$ cat config.mk
export PLATFORM = sky130hd
export DESIGN_NAME = bcd_mod_counter
export DESIGN_NICKNAME = d
export VERILOG_FILES = /design/src/rtl/bcd_mod_counter.sv
export SDC_FILE = /design/constraint.sdc
export NUM_CORES = 1
export LEC_CHECK = 0
export CORE_UTILIZATION = 40
export DETAILED_ROUTE_END_ITERATION = 12
export PLACE_DENSITY = 0.69
export SLEW_MARGIN = 5
export SYNTH_ARGS = -nofsm -noshare
export SYNTH_HDL_FRONTEND = slang
export SYNTH_SLANG_ARGS = --single-unit
export TNS_END_PERCENT = 50
$ cat constraint.sdc
create_clock -name clk -period 2 [get_ports clk]
set_input_delay 0.4 -clock clk [delete_from_list [all_inputs] [get_ports clk]]
set_output_delay 0.4 -clock clk [all_outputs]
set_load 0.01 [all_outputs]
$ cat src/rtl/bcd_mod_counter.sv
// bcd_mod_counter
//   Parametrised multi-digit BCD modulo counter with count enable, up/down
//   direction, synchronous load and a single-cycle wrap pulse. Instances chain
//   through tc -> en of the next stage to build time-of-day or countdown chains.
//
//   Optional feature macro: BCD_LOAD_CHECK_EN
//     defined   : a load is accepted only if every digit is <= 9 and the value
//                 is below MODULUS; a rejected load holds count and pulses load_err.
//     undefined : load_val is loaded verbatim and load_err is tied to 0.
//
// Parameters
//   DIGITS   number of BCD digits (1..4); count width is 4*DIGITS
//   MODULUS  count range 0..MODULUS-1 (2..10**DIGITS)
//
// Ports
//   clk       in   rising-edge clock
//   reset     in   synchronous, active-low reset
//   en        in   count enable, one step per clk while high
//   up        in   direction: 1 = increment, 0 = decrement
//   load      in   synchronous load strobe (beats en)
//   load_val  in   BCD value to load
//   count     out  registered BCD count, digit 0 = bits [3:0]
//   carry     out  registered one-cycle wrap pulse
//   tc        out  combinational terminal count, for ripple-enabling the next stage
//   load_err  out  registered one-cycle rejected-load pulse
module bcd_mod_counter #(
  parameter int DIGITS  = 2,
  parameter int MODULUS = 24
) (
  input  logic                  clk,
  input  logic                  reset,
  input  logic                  en,
  input  logic                  up,
  input  logic                  load,
  input  logic [4*DIGITS-1:0]   load_val,
  output logic [4*DIGITS-1:0]   count,
  output logic                  carry,
  output logic                  tc,
  output logic                  load_err
);

  localparam int W = 4 * DIGITS;

  function automatic logic [W-1:0] to_bcd(input int value);
    logic [W-1:0] r;
    int           v;
    r = '0;
    v = value;
    for (int i = 0; i < DIGITS; i++) begin
      r[4*i +: 4] = 4'(v % 10);
      v           = v / 10;
    end
    return r;
  endfunction

  localparam logic [W-1:0] MAX_BCD = to_bcd(MODULUS - 1);

  // Digits 10..15 (only reachable through an unchecked load) behave as 9.
  function automatic logic [W-1:0] bcd_sat(input logic [W-1:0] n);
    logic [W-1:0] r;
    r = n;
    for (int i = 0; i < DIGITS; i++) begin
      if (n[4*i +: 4] > 4'd9) r[4*i +: 4] = 4'd9;
    end
    return r;
  endfunction

  function automatic logic [W-1:0] bcd_inc(input logic [W-1:0] n);
    logic [W-1:0] r;
    logic         c;
    r = n;
    c = 1'b1;
    for (int i = 0; i < DIGITS; i++) begin
      if (c) begin
        if (n[4*i +: 4] == 4'd9) begin
          r[4*i +: 4] = 4'd0;
        end else begin
          r[4*i +: 4] = n[4*i +: 4] + 4'd1;
          c           = 1'b0;
        end
      end
    end
    return r;
  endfunction

  function automatic logic [W-1:0] bcd_dec(input logic [W-1:0] n);
    logic [W-1:0] r;
    logic         b;
    r = n;
    b = 1'b1;
    for (int i = 0; i < DIGITS; i++) begin
      if (b) begin
        if (n[4*i +: 4] == 4'd0) begin
          r[4*i +: 4] = 4'd9;
        end else begin
          r[4*i +: 4] = n[4*i +: 4] - 4'd1;
          b           = 1'b0;
        end
      end
    end
    return r;
  endfunction

  logic [W-1:0] count_q, count_d;
  logic         carry_q, carry_d;
  logic [W-1:0] count_n;
  logic         at_max;
  logic         at_zero;
  logic         load_ok;
  logic         err_d;

  // With normalised digits, an unsigned vector compare is a BCD numeric compare.
  assign count_n = bcd_sat(count_q);
  assign at_max  = (count_n >= MAX_BCD);
  assign at_zero = (count_q == '0);

`ifdef BCD_LOAD_CHECK_EN
  always_comb begin
    load_ok = (load_val <= MAX_BCD);
    for (int i = 0; i < DIGITS; i++) begin
      if (load_val[4*i +: 4] > 4'd9) load_ok = 1'b0;
    end
  end
`else
  assign load_ok = 1'b1;
`endif

  always_comb begin
    count_d = count_q;
    carry_d = 1'b0;
    err_d   = 1'b0;
    if (load) begin
      if (load_ok) count_d = load_val;
      else         err_d   = 1'b1;
    end else if (en) begin
      if (up) begin
        if (at_max) begin
          count_d = '0;
          carry_d = 1'b1;
        end else begin
          count_d = bcd_inc(count_n);
        end
      end else begin
        if (at_zero) begin
          count_d = MAX_BCD;
          carry_d = 1'b1;
        end else begin
          count_d = bcd_dec(count_n);
        end
      end
    end
  end

  always_ff @(posedge clk) begin
    if (!reset) begin
      count_q <= '0;
      carry_q <= 1'b0;
    end else begin
      count_q <= count_d;
      carry_q <= carry_d;
    end
  end

`ifdef BCD_LOAD_CHECK_EN
  logic load_err_q;

  always_ff @(posedge clk) begin
    if (!reset) load_err_q <= 1'b0;
    else        load_err_q <= err_d;
  end

  assign load_err = load_err_q;
`else
  assign load_err = 1'b0;
`endif

  assign count = count_q;
  assign carry = carry_q;
  assign tc    = en & (up ? (count_n == MAX_BCD) : at_zero);

endmodule

==> results.toml <==
[timing]
rsz0062_at_grt = "yes"
fin_crit_ns = 1.96
final.setup.worst_slack_ns = 0.0396
hold_ws_ns = 0.668
maxSlewViolCount = 0
timing.fmax_mhz = 510
setup-violations-final = 0
min_period_over_period_pct = 98.0
tns_ns = 0
fin_worst_skew_ns = 0.00721
hold_viol_final = 0

[finish]
instances_no_fill = 188
drive_gt1_share_pct = 27.3
finalInstanceArea_um2 = 1370
n_antenna_cell = 0
nets = 178
area_delta_synth_final_pct = 51.2
final_cell_mix = "buf_4, clkdlybuf4s50_1, a21oi_1, nand2_1, inv_1"
final_core_util_pct = 67.2
layout_commonest_cell = "buf_4"

[detailed_routing]
ant_nets = 0
wirelength_um = 2770
drt-pass1-iter-count = 5
drc = 0
num_vias = 1060
drt_iter0_drc = 25
viasPerCell = 5.64
wl_per_cell_um = 14.7

[critical_path]
path_delay_family = "simple AND/OR/NAND/NOR gates"
cp-end-kind = "primary output"
critical_path_arrival_ns = 1.56
cp.buffers_inverters = 1
slowest_stage = "dfxtp_4"
criticalPathCategory = "flip-flop to primary output"
critPathLaunch = "count[3]$_SDFFE_PN0P_"
r2r_start = "count[2]$_SDFFE_PN0P_"
critPathMaxFanout = 7
cp_data_required_time_ns = 1.60
path_cells = "nor4_4, a21oi_1, nor3_2, clkdlybuf4s15_1"
cpPeakStageDelay_ns = 0.37
start_kind = "flip-flop"

[global_route]
grt_start_max_net_pins = 15
gr-usage-all-layers_pct = 25.3
antenna_found_initial = 0
grt_overflow = 0
grt_pass1_vias = 1085
grt_first_pass_wirelength_um = 4820

[pwr]
finalPower_mw = 0.712
p_leak_nw = 0.546
cellPowerDensity_nw_per_um2 = 519
irDropWorstVdd_v = 0.000318

[place]
io_buffers = 22
dp_hpwl_um = 2160
dp_cells = 184
dp_slack_ns = -0.189
placed_area_um2 = 1290
place_congestion = 0.901

[yosys]
synth_cell_types = 46
ys_ff_latch = 9
ys.flop_type = "dfxtp_1"
ys.warnings.count = 0
syn_nets = 136
netlist_instances = 120
syn_area_um2 = 907
ys_async_sr_fraction_pct = 0
synth_edf_count = 0
ys_seq_area_share_pct = 19.9
avgSynthCellArea_um2 = 7.56

[clock_tree]
htreeDepth = 1
tritoncts = "done"
cts_buffer_depth = 2
clock_latency_ns = 0.27
cts_buffers = 3
cts.sinks = 9
cts-root-buf = "clkbuf_4"
cts_setup_buffers = 0
clkSlewWorstSetupHoldPaths_ns = 0.07

[floorplanning]
start_util_pct = 44.4
num_rows = 16
core_um2 = 2040
die_h_um = 49.6
die_w_um = 49.6
dieArea_um2 = 2460
ios = 24

[hold_path]
hold_path_class = "flip-flop to flip-flop"
min-delay-start = "count[1]$_SDFFE_PN0P_"

[outcome]
status = "complete, no violations"

[run]
max_cap_violations = 0
[metal layers]
metal  vias to the layer above  track usage, %  wire length (um)
li1                        520               -                 -
met1                       495            31.8              1250
met2                        36            42.3              1350
met3                         9            5.25               117
met4                         0            8.57                47
met5                         -               0                 0
[area by class of cell]
class / instances / area [um^2]
Tap cell: 27 / 33.8
Multi-Input combinational cell: 94 / 688
Clock buffer: 4 / 26.3
Timing Repair Buffer: 47 / 408
Fill cell: 194 / 671
Sequential cell: 9 / 189
Inverter: 7 / 26.3
[report_power, final]
part           switching (mW)  leakage (nW)  internal, mW
combinational           0.164         0.455         0.188
clock                  0.0719        0.0150        0.0772
sequential             0.0184        0.0757         0.192
total                   0.254         0.546         0.458
[tightest hold or removal path, stage by stage (launching register included)]
cell and delay (ns):
dfxtp_2 0.35, nand2_1 0.07, o22ai_1 0.07, nand2_1 0.07
a211oi_1 0.06
[synth_stat cells (3+ instances only)]
master / n / share of area (%)
a21oi_1: 12 / 6.6
buf_2: 4 / 2.2
clkbuf_1: 3 / 1.2
dfxtp_1: 9 / 20
ha_1: 3 / 4.1
inv_1: 7 / 2.9
nand2_1: 8 / 3.3
nand2b_1: 4 / 2.8
nor2_1: 5 / 2.1
nor2b_1: 3 / 2.1
nor3_1: 6 / 3.3
nor3b_1: 5 / 4.1
o21ai_0: 7 / 3.9
o22ai_1: 3 / 2.1
[logic make-up after synthesis]
kind of cell	synth area share (%)
DFF	19.9
buffers and inverters	9.24
AOI/OAI and AO/OA	32.0
and+or+nand+nor	31.3
other	0.413
adders and majority gates	4.14
muxes	1.10
xor gates and xnor gates	1.93
[path summary, 6_finish.rpt]
path / to / slack, ns / depth (start not counted)
worst max-delay path: tc / 0.04 / 4
worst min-delay path: count[3]$_SDFFE_PN0P_ / 0.67 / 4
worst max register to register: count[3]$_SDFFE_PN0P_ / 0.11 / 8
worst min register to register: count[3]$_SDFFE_PN0P_ / 0.67 / 4
[state kept, by name, summed over array words and instances (netlist names)]
| signal | flops |
|---|---|
| count | 8 |
| carry | 1 |
[repair_timing]
action | CTS | global route
hold endpoints to repair | 0 | 0
setup endpoints to repair | 5 | 6
pin swaps | 0 | 3
gates resized for setup | 7 | 8
hold buffers | 0 | 0
No activity file was read; power rests on OpenSTA's default activity.
